### src/rtl/alu_pkg.sv
// Shared definitions for the ALU command sequencer: widths, opcodes, FSM states.
package alu_pkg;

    localparam int unsigned WIDTH_DEF = 6;
    localparam int unsigned OPW_DEF   = 3;

    localparam logic [OPW_DEF-1:0] OP_ADD = 3'b000;
    localparam logic [OPW_DEF-1:0] OP_SUB = 3'b001;
    localparam logic [OPW_DEF-1:0] OP_AND = 3'b010;
    localparam logic [OPW_DEF-1:0] OP_OR  = 3'b011;
    localparam logic [OPW_DEF-1:0] OP_XOR = 3'b100;
    localparam logic [OPW_DEF-1:0] OP_MUL = 3'b101;

    typedef enum logic [2:0] {
        ST_IDLE     = 3'd0,
        ST_EXEC     = 3'd1,
        ST_MUL_STEP = 3'd2,
        ST_MUL_WB   = 3'd3,
        ST_DONE     = 3'd4
    } state_t;

endpackage

### src/rtl/alu_mul_stepper.sv
// Shift-and-add multiply state: accumulator, step index and sticky unsigned overflow.
// acc always mirrors the ALU_A operand the top drives during a multiply step.
module alu_mul_stepper
    import alu_pkg::*;
#(
    parameter int unsigned WIDTH = WIDTH_DEF
) (
    input  logic             clk,
    input  logic             reset,
    input  logic             start,
    input  logic             run,
    input  logic [WIDTH-1:0] a,
    input  logic [WIDTH-1:0] b,
    input  logic [WIDTH-1:0] alu_result,
    output logic [WIDTH-1:0] acc,
    output logic             sticky,
    output logic             last_c,
    output logic [WIDTH-1:0] next_b_c
);

    localparam int unsigned STEP_W = (WIDTH > 1) ? $clog2(WIDTH) : 1;

    logic [STEP_W-1:0]  step;
    logic [STEP_W-1:0]  step_inc_c;
    logic [2*WIDTH-1:0] cur_shift_c;
    logic [2*WIDTH-1:0] next_shift_c;
    logic [WIDTH-1:0]   cur_b_c;
    logic [WIDTH:0]     sum_c;
    logic               step_ovf_c;

    // Partial product for this step and the next; high half of the shift is what falls off.
    always_comb begin
        step_inc_c   = step + STEP_W'(1);
        cur_shift_c  = {{WIDTH{1'b0}}, a} << step;
        next_shift_c = {{WIDTH{1'b0}}, a} << step_inc_c;
        last_c       = (step == STEP_W'(WIDTH - 1));
        cur_b_c      = b[step] ? cur_shift_c[WIDTH-1:0] : '0;
        next_b_c     = (!last_c && b[step_inc_c]) ? next_shift_c[WIDTH-1:0] : '0;
        sum_c        = {1'b0, acc} + {1'b0, cur_b_c};
        step_ovf_c   = (b[step] && (|cur_shift_c[2*WIDTH-1:WIDTH])) || sum_c[WIDTH];
    end

    always_ff @(posedge clk) begin
        if (reset || start) begin
            acc    <= '0;
            step   <= '0;
            sticky <= 1'b0;
        end else if (run) begin
            acc    <= alu_result;
            step   <= step_inc_c;
            sticky <= sticky | step_ovf_c;
        end
    end

endmodule

### src/rtl/alu_op_sequencer.sv
// Command front-end for a shared combinational ALU: single-cycle ops plus shift-and-add MUL.
// Build option ALU_OP_SEQUENCER_SAT_EN saturates RESULT on an overflowing command.
module alu_op_sequencer
    import alu_pkg::*;
#(
    parameter int unsigned WIDTH = WIDTH_DEF,
    parameter int unsigned OPW   = OPW_DEF
) (
    input  logic             CLK,
    input  logic             RESET,
    input  logic             CMD_VALID,
    output logic             CMD_READY,
    input  logic [OPW-1:0]   CMD_OP,
    input  logic [WIDTH-1:0] CMD_A,
    input  logic [WIDTH-1:0] CMD_B,
    output logic [WIDTH-1:0] ALU_A,
    output logic [WIDTH-1:0] ALU_B,
    output logic [OPW-1:0]   ALU_OP,
    input  logic [WIDTH-1:0] ALU_RESULT,
    input  logic             ALU_OVF,
    output logic             RESULT_VALID,
    input  logic             RESULT_READY,
    output logic [WIDTH-1:0] RESULT,
    output logic             OVERFLOW_FLAG,
    output logic             BUSY
);

    state_t           state_q;
    state_t           state_d;
    logic [OPW-1:0]   op_r;
    logic [WIDTH-1:0] a_r;
    logic [WIDTH-1:0] b_r;

    logic             accept_c;
    logic             cmd_mul_c;
    logic             cmd_legal_c;
    logic             legal_c;
    logic             addsub_c;
    logic             exec_ovf_c;
    logic [WIDTH-1:0] exec_result_c;
    logic [WIDTH-1:0] mul_result_c;

    logic [WIDTH-1:0] mul_acc;
    logic [WIDTH-1:0] mul_next_b_c;
    logic             mul_sticky;
    logic             mul_last_c;

`ifdef ALU_OP_SEQUENCER_SAT_EN
    localparam logic [WIDTH-1:0] SAT_POS = {1'b0, {(WIDTH-1){1'b1}}};
    localparam logic [WIDTH-1:0] SAT_NEG = {1'b1, {(WIDTH-1){1'b0}}};
`endif

    // Command decode and the value each completing path would write to RESULT.
    always_comb begin
        accept_c      = CMD_VALID && CMD_READY;
        cmd_mul_c     = (CMD_OP == OPW'(OP_MUL));
        cmd_legal_c   = (CMD_OP <= OPW'(OP_MUL));
        legal_c       = (op_r <= OPW'(OP_MUL));
        addsub_c      = (op_r == OPW'(OP_ADD)) || (op_r == OPW'(OP_SUB));
        exec_ovf_c    = addsub_c && ALU_OVF;
        exec_result_c = legal_c ? ALU_RESULT : '0;
        mul_result_c  = mul_acc;
`ifdef ALU_OP_SEQUENCER_SAT_EN
        if (exec_ovf_c) begin
            exec_result_c = a_r[WIDTH-1] ? SAT_NEG : SAT_POS;
        end
        if (mul_sticky) begin
            mul_result_c = '1;
        end
`endif
    end

    alu_mul_stepper #(.WIDTH(WIDTH)) u_mul_stepper (
        .clk        (CLK),
        .reset      (RESET),
        .start      (accept_c && cmd_mul_c),
        .run        (state_q == ST_MUL_STEP),
        .a          (a_r),
        .b          (b_r),
        .alu_result (ALU_RESULT),
        .acc        (mul_acc),
        .sticky     (mul_sticky),
        .last_c     (mul_last_c),
        .next_b_c   (mul_next_b_c)
    );

    always_ff @(posedge CLK) begin
        if (RESET) begin
            state_q <= ST_IDLE;
        end else begin
            state_q <= state_d;
        end
    end

    always_comb begin
        state_d = state_q;
        case (state_q)
            ST_IDLE:     if (accept_c) state_d = cmd_mul_c ? ST_MUL_STEP : ST_EXEC;
            ST_EXEC:     state_d = ST_DONE;
            ST_MUL_STEP: if (mul_last_c) state_d = ST_MUL_WB;
            ST_MUL_WB:   state_d = ST_DONE;
            ST_DONE:     if (RESULT_READY) state_d = ST_IDLE;
            default:     state_d = ST_IDLE;
        endcase
    end

    // ALU operands are loaded one edge ahead so they are stable for the whole cycle that uses them.
    always_ff @(posedge CLK) begin
        if (RESET) begin
            CMD_READY     <= 1'b1;
            BUSY          <= 1'b0;
            RESULT_VALID  <= 1'b0;
            RESULT        <= '0;
            OVERFLOW_FLAG <= 1'b0;
            ALU_A         <= '0;
            ALU_B         <= '0;
            ALU_OP        <= '0;
            op_r          <= '0;
            a_r           <= '0;
            b_r           <= '0;
        end else begin
            CMD_READY    <= (state_d == ST_IDLE);
            BUSY         <= (state_d != ST_IDLE);
            RESULT_VALID <= (state_d == ST_DONE);
            ALU_A        <= '0;
            ALU_B        <= '0;
            ALU_OP       <= '0;
            case (state_q)
                ST_IDLE: begin
                    if (accept_c) begin
                        op_r <= CMD_OP;
                        a_r  <= CMD_A;
                        b_r  <= CMD_B;
                        if (cmd_mul_c) begin
                            ALU_B <= CMD_B[0] ? CMD_A : '0;
                        end else if (cmd_legal_c) begin
                            ALU_A  <= CMD_A;
                            ALU_B  <= CMD_B;
                            ALU_OP <= CMD_OP;
                        end
                    end
                end
                ST_EXEC: begin
                    RESULT        <= exec_result_c;
                    OVERFLOW_FLAG <= exec_ovf_c;
                end
                ST_MUL_STEP: begin
                    if (!mul_last_c) begin
                        ALU_A <= ALU_RESULT;
                        ALU_B <= mul_next_b_c;
                    end
                end
                ST_MUL_WB: begin
                    RESULT        <= mul_result_c;
                    OVERFLOW_FLAG <= mul_sticky;
                end
                default: ;
            endcase
        end
    end

endmodule

### config.mk
export PLATFORM = sky130hd
export DESIGN_NAME = alu_op_sequencer
export DESIGN_NICKNAME = d
export VERILOG_FILES = /design/src/rtl/alu_pkg.sv /design/src/rtl/alu_mul_stepper.sv /design/src/rtl/alu_op_sequencer.sv
export SDC_FILE = /design/constraint.sdc
export NUM_CORES = 1
export LEC_CHECK = 0
export CORE_ASPECT_RATIO = 0.6
export CORE_MARGIN = 2
export CORE_UTILIZATION = 41
export CTS_BUF_LIST = sky130_fd_sc_hd__clkbuf_16
export CTS_CLUSTER_SIZE = 10
export DETAILED_ROUTE_END_ITERATION = 12
export GPL_TIMING_DRIVEN = 0
export HOLD_SLACK_MARGIN = 0.15
export PLACE_DENSITY = 0.65
export REMOVE_ABC_BUFFERS = 1
export SLEW_MARGIN = 20
export SYNTH_ARGS = -nofsm -noshare
export SYNTH_HDL_FRONTEND = slang
export SYNTH_HIERARCHICAL = 1
export SYNTH_SLANG_ARGS = --single-unit
### constraint.sdc
create_clock -name CLK -period 5.2 [get_ports CLK]
set_input_delay 1.04 -clock CLK [delete_from_list [all_inputs] [get_ports CLK]]
set_output_delay 1.04 -clock CLK [all_outputs]
set_load 0.05 [all_outputs]
Yosys cells after proc, flatten, opt, wreduce, memory -nomap -nowiden
Index checks and enable logic that the tools add are counted.
{"block": "classes", "addsub": 2, "magnitude_cmp": 4, "eq_ne": 8, "n_shift": 2, "mux": 25, "n_bitwise": 4, "n_reduce_logical": 18}
{"op": "$mux 6", "count": 12}
{"op": "$pmux 6 s2", "count": 3}
{"op": "$eq 3x3->1 const B", "count": 4}
{"op": "$pmux 3 s4", "count": 1}
{"op": "$shl 6x3->12", "count": 1}
{"op": "$logic_not 3->1", "count": 3}
{"op": "$mux 3", "count": 3}
{"op": "$lt 3x4->1 const B", "count": 2}
{"op": "$add 6x6->7", "count": 1}
{"op": "$bmux 1 s3", "count": 2}
{"op": "$eq 3x1->1 const B", "count": 2}
{"op": "$eq 3x2->1 const B", "count": 2}
{"op": "$le 3x3->1 const B", "count": 2}
{"op": "$reduce_or 6->1", "count": 1}
{"op": "$shl 6x3->6", "count": 1}
{"op": "$logic_and 1x1->1", "count": 5}
{"op": "$reduce_or 5->1", "count": 1}
{"op": "$add 3x1->3 const B", "count": 1}
{"op": "$logic_or 1x1->1", "count": 3}
{"op": "$not 1->1", "count": 3}
{"op": "$reduce_bool 3->1", "count": 1}
{"op": "$mux 1", "count": 2}
{"op": "$mux 2", "count": 1}
{"op": "$pmux 1 s2", "count": 1}
{"op": "5 further kinds", "count": 5}
{"block": "word_totals", "reg_bits": 53, "inputBits": 26, "output_inout_bits": 25, "elab_cells": 78}

Depth between registers and ports, before layout
Gate-level depths: netlist of run 1.
{"block": "logic_depth", "word_depth": 7, "depth_mapped": 12, "mapped_depth_nobuf": 9}

Hierarchy
Netlist of run 1, hierarchy kept.
{"mod": "alu_op_sequencer", "n_inst": 1, "cells_per_inst": 189, "area_per_inst_um2": 1647.8, "seq_area_each_um2": 840.8}
{"mod": "alu_mul_stepper", "n_inst": 1, "cells_per_inst": 136, "area_per_inst_um2": 1068.5, "seq_area_each_um2": 200.2}

Least setup slack after synthesis of run 1
Ideal clock, no wire load.
{"block": "synth_timing", "path_type": "register to register", "startpoint": "reg u_mul_stepper.step[0]", "endpoint": "reg u_mul_stepper.sticky", "setup_time_ns": 0.091, "arrival_time_ns": 2.110, "required_time_ns": 5.109, "slack_ns": 2.999, "path_stages_with_launch": 9, "n_path_buf": 0, "synth_period_minus_slack_ns": 2.201, "path_cell_list": "dfxtp_1 -> mux4_2 -> mux2_2 -> and2_1 -> ha_1 -> nand4_1 -> nor3_1 -> nor4_1 -> a311oi_1"}
{"block": "synth_between", "elab_chain_cells": 6, "elab_cells_between_ends": 9, "classes_between": "1 x add/sub; 1 x shift; 3 x mux; 1 x bitwise; 3 x reduce/logical"}
{"element": "from (decl)", "line_no": "alu_mul_stepper.sv:23", "source": "logic [STEP_W-1:0] step;"}
{"element": "from (signal assigned)", "line_no": "alu_mul_stepper.sv:50", "source": "step <= step_inc_c;"}
{"element": "$bmux 1 s3", "line_no": "alu_mul_stepper.sv:37, alu_mul_stepper.sv:40"}
{"element": "$mux 1 (implied by the code)", "line_no": "alu_mul_stepper.sv:37, alu_mul_stepper.sv:40"}
{"element": "$mux 6", "line_no": "alu_mul_stepper.sv:37", "source": "cur_b_c = b[step] ? cur_shift_c[WIDTH-1:0] : '0;"}
{"element": "$add 6x6->7", "line_no": "alu_mul_stepper.sv:39", "source": "sum_c = {1'b0, acc} + {1'b0, cur_b_c};"}
{"element": "$logic_or 1x1->1 *", "line_no": "alu_mul_stepper.sv:40", "source": "step_ovf_c = (b[step] && (|cur_shift_c[2*WIDTH-1:WIDTH])) || sum_c[WIDTH];"}
{"element": "$or 1x1->1 *", "line_no": "alu_mul_stepper.sv:51", "source": "sticky <= sticky | step_ovf_c;"}
{"element": "to (signal assigned)", "line_no": "alu_mul_stepper.sv:51"}
{"element": "to (decl)", "line_no": "alu_mul_stepper.sv:16", "source": "output logic sticky,"}
Mark *: on every way between the ends. The rest lies on a longest branch, timed or not. The select of a mux whose other input is x is not followed.
A chain may end at the register's enable or synchronous reset.

==> results of run 1 <==
==> state kept, by name, indices dropped and copies added, names as in the netlist <==
| name | cells |
|---|---|
| ALU_A | 6 |
| ALU_B | 6 |
| RESULT | 6 |
| a_r | 6 |
| b_r | 6 |
| u_mul_stepper/acc | 6 |
| ALU_OP | 3 |
| state_q | 3 |
| u_mul_stepper/step | 3 |
| op_r | 2 |
| BUSY | 1 |
| CMD_READY | 1 |
| OVERFLOW_FLAG | 1 |
| RESULT_VALID | 1 |
| u_mul_stepper/sticky | 1 |
==> cell families after synthesis <==
kind of cell | after synthesis | share of synthesized area [%]
compound gates | 62 | 15.4
xor+xnor | 3 | 0.967
fa+ha+maj | 7 | 3.22
buf+inv | 27 | 5.76
flops | 52 | 38.3
mux | 21 | 9.53
simple gates | 153 | 26.8
==> through the flow <==
step	worst slack [ns]	power, mW	instance area, sq um	cells	util, %
after global routing	2.04	1.06	3340	446	53.5
final	2.14	1.01	3340	446	53.5
after global placement	1.85	0.682	3180	437	51.0
after floorplan	2.42	0.599	2580	303	-
after CTS	1.97	1.01	3340	446	53.4
after detailed placement	1.82	0.684	3200	438	51.2
==> worst max-delay path, delay by kind of cell <==
family                 cells  cell delay [ns]
buffers and inverters      1             1.18
AND/OR/NAND/NOR            2             0.77
AO/OA/AOI/OAI              1             0.23
==> layer usage <==
metal | vias to the layer above | wire, um | track usage, %
met3 | 4 | 616 | 4.40
met1 | 1129 | 3810 | 32.6
met4 | 0 | 34 | 3.37
met2 | 112 | 2620 | 26.9
li1 | 1207 | - | -
met5 | - | 0 | 0
==> power breakdown <==
group	switching [mW]	internal, mW	total [mW]
sequential	0.0271	0.425	0.452
combinational	0.136	0.0904	0.226
clock	0.155	0.178	0.333
total	0.318	0.693	1.01
==> layout make-up <==
class	count	area share (%)
inverters	5	0.562
multi-input cells	246	45.6
well taps	84	3.15
clock inverters	3	0.524
repair buffers	51	15.2
flip-flops and latches	52	31.2
clock buffers	5	3.75
==> cell usage after synthesis (2+ instances only) <==
cell type / count
buf_6: 4
mux4_2: 3
o21ai_1: 2
ha_1: 7
nor3_1: 5
nor2b_1: 5
nand3b_1: 7
or3_1: 2
clkbuf_1: 8
o21ai_0: 5
buf_4: 5
a211oi_1: 3
buf_2: 5
dfxtp_1: 52
mux2i_1: 12
nor2_1: 50
xnor2_1: 2
a21oi_1: 21
nand3_1: 4
o21a_1: 2
and3b_1: 3
a22oi_1: 7
and2_1: 3
mux2_2: 5
nand2_1: 56
a32oi_1: 2
and2b_1: 2
a311oi_1: 7
nand4_1: 6
inv_1: 5
a31oi_1: 6
==> worst paths after layout <==
| path | startpoint | end | slack, ns | cells past startpoint |
|---|---|---|---|---|
| max | RESET | BUSY | 2.14 | 4 |
| min | op_r[2] | op_r[2] | 0.48 | 2 |
| max reg2reg | u_mul_stepper/step[0] | u_mul_stepper/sticky | 2.28 | 8 |
| min reg2reg | op_r[2] | op_r[2] | 0.48 | 2 |
==> impl_results.md, run 1 <==
- Final hold violation count: 0
- Skew final: 0.00606 ns
- Core ar.: 6250 sq um
- DIE HEIGHT: 67.1 um
- Cell area after synthesis: 2720 sq um
- Share of cells above drive strength 1: 6.91%
- Grt ovf: 0
- Drt first pass iters: 5
- I/O pins: 51
- I/O Buffers: 50
- Post-Syn Instances: 325
- Most common cell after layout, fill and taps aside: nand2_1
- Highest-count cells in the layout ignoring fill and taps: nand2_1, dfxtp_1, nor2_1, clkdlybuf4s50_1, a21oi_1
- Nature of the critical path startpoint: input pin
- Top cells by area, synth: dfxtp_1, nand2_1, nor2_1
- Worst-Margin Slew: 1.08 ns
- # Post-CTS Setup Buffers: 0
- WL/cell: 15.9 um
- Worst-skew pair later-pin latency: 0.29 ns
- First-pass GRT wire length: 11.2 mm
- Max Freq: 327 MHz
- ANT nets after route: 0
- Syn Area/Cell: 8.36 sq um
- Htree depth: 2
- Diodes inserted: 0
- GRT Total Usage: 20.3%
- Final wirelength: 7.09 mm
- Ys flop type: dfxtp_1
- Rows: 22
- TritonCTS clock tree: yes
- Cell repeated most along the worst path: or3_1
- Via-per-instance ratio: 5.50
- RSZ-0062 raised after global routing: no
- Multi-input gate area: 1520 sq um
- Root buf cell: clkbuf_16
- Initial DRC Count: 152
- Number of remaining DRC errors: 0
- Min-delay worst type: register to register
- Post-synth EDFFs: 0
- Via Count: 2,452
- VDD IR max: 0.000152 V
- Critical path required time: 5.38 ns
- # setup viols final: 0
- Initial Utilization: 43.5%
- Number of synthesized register bits: 52
- Initial antenna violation count: 0
- Slew headroom: 27.8%
- Maximum net fanout on the critical path: 27
- Die Area: 7310 sq um
- Fin crit share: 58.9%
- Synth cell types: 50
- WS Path Type: input pin to register
- Worst path slowest cell: clkdlybuf4s50_1
- Status: finished clean
- Warning count from the yosys run: 6
- CTS Hold Bufs: 0
- Clk pin slew, worst setup/hold paths: 0.07 ns
- Post-synth top area share: 38.3%
- CP cell instances: clkdlybuf4s50_1 > or3_1 > o21ba_2 > or3_1
- Most area-hungry cell type in the Yosys netlist: dfxtp_1
- DPL Wire Length: 5.17 mm
- Die W: 109 um
- Final Wtd Congestion: 0.911
- Lkg Pwr: 1.21 nW
- Clk sink count: 52
- Register area: 1040 sq um
- Fillers: 613
- Largest net degree at the start of global routing: 32
- Critical Path End Type: register
- Sequential share of the synthesized area: 38.3%
- PostCTS Resize Cnt: 0
- WHS: 0.480 ns
- Clock Path Buffers: 2
- Pwr dens: 303 nW/um^2
- FFs w/ async S/R, synth: 0%
- Setup TNS: 0 ns
- Vias in the first global route: 2,119
- Nets: 394
- Max-cap violations: 0
- Layout area overhead: 23.0%
- TritonCTS buffer count: 5
- Fin crit period: 3.06 ns
- Slowest Stage Delay on Critical Path: 1.18 ns
- Max Slew Vio Count: 0
- Critical Path AT: 3.24 ns
(Power assumes the default switching activity.)
==> inputs of run 2 (changes only) <==
- PLACE_DENSITY: 0.65 -> 0.68
- clock period: 5.2 -> 2.5 ns (I/O delays scaled with it)
==> run 2 against run 1 <==
  * Critical path depth is 5 higher
  * Power rose by 120%
  * First-iteration DRC count grew 22%
  * Sequential power increased by 110%
  * Combinational power grew 120%
  * Critical endpoint is now u_mul_stepper/sticky
  * Sequential share of layout area down 0.67 points
  * Global-route usage up 0.59 points
  * Non-clock buffer count rose by 8
  * Wire length rose by 1.4%
==> impl_results.md, run 2 (synthesis gave the netlist of run 1 again) <==
- Status: finished clean
- Non-filler cells, final: 454
- Critical path required time: 2.69 ns
- Pwr Total: 2.18 mW
- Highest-count cells in the layout ignoring fill and taps: nand2_1, nor2_1, clkdlybuf4s50_1, dfxtp_1, a21oi_1
- I/O pins: 51
- Max-cap violations: 0
- GRT Total Usage: 20.9%
- Layout area overhead: 26.9%
- Via Count: 2,483
- Max Slew Vio Count: 0
- CTS Hold Bufs: 0
- WS Path Type: register to register
- Worst-skew pair later-pin latency: 0.29 ns
- Final wirelength: 7.19 mm
- Fillers: 571
- ANT nets after route: 0
- Fin crit period: 2.43 ns
- # setup viols final: 0
- Htree depth: 2
- Max Freq: 412 MHz
- WHS: 0.474 ns
- First-pass GRT wire length: 11.5 mm
- Lkg Pwr: 1.28 nW
- Clk sink count: 52
- Maximum net fanout on the critical path: 5
- Diodes inserted: 0
- Reg2Reg Setup Slack: 0.07 ns
- TritonCTS buffer count: 5
- Slew headroom: 35.8%
- Die Area: 7310 sq um
- Grt ovf: 0
- Clk pin slew, worst setup/hold paths: 0.07 ns
- Skew final: 0.00858 ns
- Number of remaining DRC errors: 0
- VDD IR max: 0.000314 V
- Initial antenna violation count: 0
- Largest net degree at the start of global routing: 28
- Share of cells above drive strength 1: 10.0%
- Vias in the first global route: 2,224
- RSZ-0062 raised after global routing: yes
- Setup TNS: 0 ns
- Die W: 109 um
- Min-delay worst type: register to register
- DIE HEIGHT: 67.1 um
- DPL Wire Length: 5.16 mm
- Rows: 22
- Critical Path End Type: register
- Fin crit share: 97.1%
- Drt first pass iters: 4
- I/O Buffers: 50
- Most common cell after layout, fill and taps aside: nand2_1
- Via-per-instance ratio: 5.47
- Pwr dens: 633 nW/um^2
- Final hold violation count: 0
- TritonCTS clock tree: yes
- Final Wtd Congestion: 0.873
- WL/cell: 15.8 um
- Critical Path AT: 2.62 ns
- Nets: 402
- Nature of the critical path startpoint: register
- Root buf cell: clkbuf_16
- Clock Path Buffers: 2
- Initial DRC Count: 186
- Initial Utilization: 43.5%
- Core ar.: 6250 sq um
- Dpl cells: 438
- Worst-Margin Slew: 0.961 ns
[run 2: changes by cell type in the layout (fill, tap and decap cells not counted)]
| cell | change |
|---|---|
| dlymetal6s2s_1 | +1 |
| dfxtp_2 | +2 |
| buf_12 | +1 |
| bufinv_16 | +1 |
| inv_6 | -1 |
| dfxtp_1 | -4 |
| clkinv_1 | -1 |
| inv_1 | +1 |
| dfxtp_4 | +2 |
| buf_4 | +7 |
| clkdlybuf4s50_1 | -1 |
[run 2: timing repair]
action,in CTS,in global routing
setup endpoints to repair,6,3
setup buffers,8,0
gates resized for setup,4,4
[run 2: cell type report]
class                           count  area, sq um  share of cell area (%)
Tap cell                           84          105                    3.05
Inverter                            5         18.8                   0.544
Timing Repair Buffer               59          583                    16.9
Multi-Input combinational cell    246         1520                    44.2
Clock inverter                      3         38.8                    1.13
Clock buffer                        5          125                    3.63
Sequential cell                    52         1050                    30.5
[run 2: layer usage]
metal  wire length [um]  vias to the layer above  global-route usage, %
li1                   -                     1227                      -
met1               3500                     1155                   31.5
met2               2950                       93                   29.3
met3                667                        8                   4.89
met4                 70                        0                   4.81
met5                  0                        -                      0
[run 2: worst paths after layout]
path	start	endpoint	cells past startpoint
setup / recovery	u_mul_stepper/step[1]	u_mul_stepper/sticky	9
hold / removal	b_r[3]	b_r[3]	2
setup reg to reg	u_mul_stepper/step[1]	u_mul_stepper/sticky	9
hold reg to reg	b_r[3]	b_r[3]	2
[run 2: critical path, cell delays in order (launching register included)]
cell      delay (ns)
dfxtp_4         0.39
mux2_2          0.36
a22oi_4         0.24
o21ai_1         0.16
a21boi_0        0.18
ha_1            0.31
nand4_1         0.16
nor3_1          0.21
nor4_1          0.06
a311oi_1        0.26
[run 2: report_power, final]
part	leakage [nW]	switching (mW)	total (mW)	internal (mW)
sequential	0.427	0.0491	0.932	0.883
clock	0.0850	0.297	0.765	0.467
combinational	0.769	0.292	0.486	0.194
total	1.28	0.638	2.18	1.54
[run 2: through the flow]
stage | cell area, sq um | setup WS [ns] | util (%)
3_3_place_gp | 3180 | -0.804 | 51.0
3_5_place_dp | 3200 | -0.639 | 51.2
4_1_cts | 3440 | 0.00734 | 55.1
6_report | 3450 | 0.0714 | 55.2
2_1_floorplan | 2580 | -0.281 | -
5_1_grt | 3450 | -0.0333 | 55.2
==> inputs of run 3 (changes only) <==
- CORE_MARGIN: 2 -> 4
- HOLD_SLACK_MARGIN: 0.15 -> 0.02
==> run 3 against run 2 <==
  * Critical path depth did not move
  * Clock power grew 0.5%
  * Global-route usage down 2.7 points
  * Via count up 0.16%
  * Final cell count down 0.22%
  * Die area up 9.9%
  * Clock-buffer cell count is the same
  * Final area shrank 0.62%
==> impl_results.md, run 3 (synthesis gave the netlist of run 1 again) <==
- Layout area overhead: 26.1%
- Min-delay src: b_r[4]
- Fin crit share: 94.1%
- I/O Buffers: 50
- Lkg Pwr: 1.26 nW
- Vias in the first global route: 2,300
- Status: finished clean
- Levels on crit path: 9
- Core ar.: 6280 sq um
- Final Wtd Congestion: 0.829
- Grt peak-use layer: met1
- WHS: 0.475 ns
- Buffer and inverter count on the worst path: 0
- Grt ovf: 0
- ANT nets after route: 0
- Post-route cell area: 3430 sq um
- # setup viols final: 0
- WL/cell: 16.0 um
- Pwr dens: 638 nW/um^2
- Met2 Track Usage GR: 24.7%
- WHS Path Cells: 2
- Worst path slowest cell: dfxtp_4
- Number of remaining DRC errors: 0
- First-pass GRT wire length: 11.6 mm
- Min-delay worst type: register to register
- Via Count: 2,487
- Worst-Margin Slew: 1.03 ns
- Via-per-instance ratio: 5.49
- Max Freq: 425 MHz
- Critical Path End Type: register
- Worst r2r dst: u_mul_stepper/sticky
- Skew final: 0.00608 ns
- CP top delay family: compound AO/OA/AOI/OAI gates
- DPL Wire Length: 5.20 mm
- Rows: 22
- Placement Cell Area: 3200 sq um
- Clk sink count: 52
- WS Path Type: register to register
- DIE HEIGHT: 71.1 um
- Diodes inserted: 0
- Worst R2R Path Depth: 9
- Initial Utilization: 43.3%
- Largest net degree at the start of global routing: 28
- Reg2Reg Setup Slack: 0.15 ns
- Slowest Stage Delay on Critical Path: 0.41 ns
- Critical path required time: 2.70 ns
- TritonCTS buffer count: 5
- Worst-skew pair later-pin latency: 0.29 ns
- TritonCTS clock tree: yes
- Die Area: 8030 sq um
- Highest-count cells in the layout ignoring fill and taps: nand2_1, nor2_1, clkdlybuf4s50_1, dfxtp_1, a21oi_1
- Max Slew Vio Count: 0
- WHS Endpoint: b_r[4]
- GRT Total Usage: 18.2%
- Initial antenna violation count: 0
- Nets: 401
- GR Util met3: 5.04%
- Root buf cell: clkbuf_16
- Drt first pass iters: 5
- Slew headroom: 31.2%
- Max-cap violations: 0
- I/O pins: 51
- RSZ-0062 raised after global routing: no
- Htree depth: 2
- Clock Path Buffers: 2
- Pwr Total: 2.18 mW
- Final hold violation count: 0
- Maximum net fanout on the critical path: 9
- Die W: 113 um
- Critical Path AT: 2.55 ns
- Share of cells above drive strength 1: 9.49%
- Clk pin slew, worst setup/hold paths: 0.07 ns
- GR Util met1: 28.5%
- Most common cell after layout, fill and taps aside: nand2_1
- Final wirelength: 7.26 mm
- Nature of the critical path startpoint: register
- CP cell instances: mux2_4 > a22oi_4 > o21ai_1 > and2_1 > ha_1 > nand4_1 > nor3_2 > nor4_1 > a311oi_1
- Initial DRC Count: 183
- RR Startpoint: u_mul_stepper/step[1]
- VDD IR max: 0.000278 V
- Fin crit period: 2.35 ns
[run 3: metrics by stage]
stage	util (%)	instances	setup WS, ns	setup TNS, ns
after global placement	50.7	437	-0.882	-15.05
after floorplan	-	303	-0.281	-0.281
after global routing	54.6	453	0.00585	0
final	54.6	453	0.147	0
after CTS	53.8	447	0.0270	0
after detailed placement	50.9	438	-0.639	-1.96
[run 3: layout make-up]
| cell class | instances | area [sq um] |
|---|---|---|
| clock buffers | 5 | 125 |
| well taps | 84 | 105 |
| inverters | 5 | 18.8 |
| multi-input cells | 246 | 1530 |
| flip-flops and latches | 52 | 1050 |
| repair buffers | 58 | 559 |
| clock inverters | 3 | 37.5 |
| fillers | 578 | 2850 |
[run 3: what timing repair did]
action,4_1_cts,5_1_grt
endpoints found under the setup margin,7,1
endpoints found under the hold margin,0,0
buffers inserted,1,6
hold buffers,0,0
resized for setup,6,2
pin swaps,0,1
[run 3: worst max path at each step]
stage	from	end	slack, ns
after CTS	u_mul_stepper/step[0]	u_mul_stepper/sticky	0.03
after global placement	state_q[1]	ALU_A[3]	-0.88
final	u_mul_stepper/step[1]	u_mul_stepper/sticky	0.15
after detailed placement	u_mul_stepper/step[0]	u_mul_stepper/sticky	-0.64
after floorplan	u_mul_stepper/step[0]	u_mul_stepper/sticky	-0.28
after global routing	u_mul_stepper/step[1]	u_mul_stepper/sticky	0.006
[run 3: routing by layer]
layer	routed length [um]	share of wire, %
met1	3670	51
met2	2940	41
met3	646	8.9
met4	0	0
met5	0	0
[run 3: worst register-to-register path, delay by kind of cell (launching register included)]
family / cells / cell delay [ns]
and+or+nand+nor: 4 / 0.57
muxes: 1 / 0.33
AOI/OAI and AO/OA: 3 / 0.67
DFF: 1 / 0.41
adders and majority gates: 1 / 0.30
[run 3: where the power goes]
group          internal [mW]  total (mW)  switching (mW)  leakage [nW]
registers              0.882       0.932          0.0496         0.426
logic                  0.191       0.484           0.292         0.754
clock network          0.466       0.769           0.303        0.0789
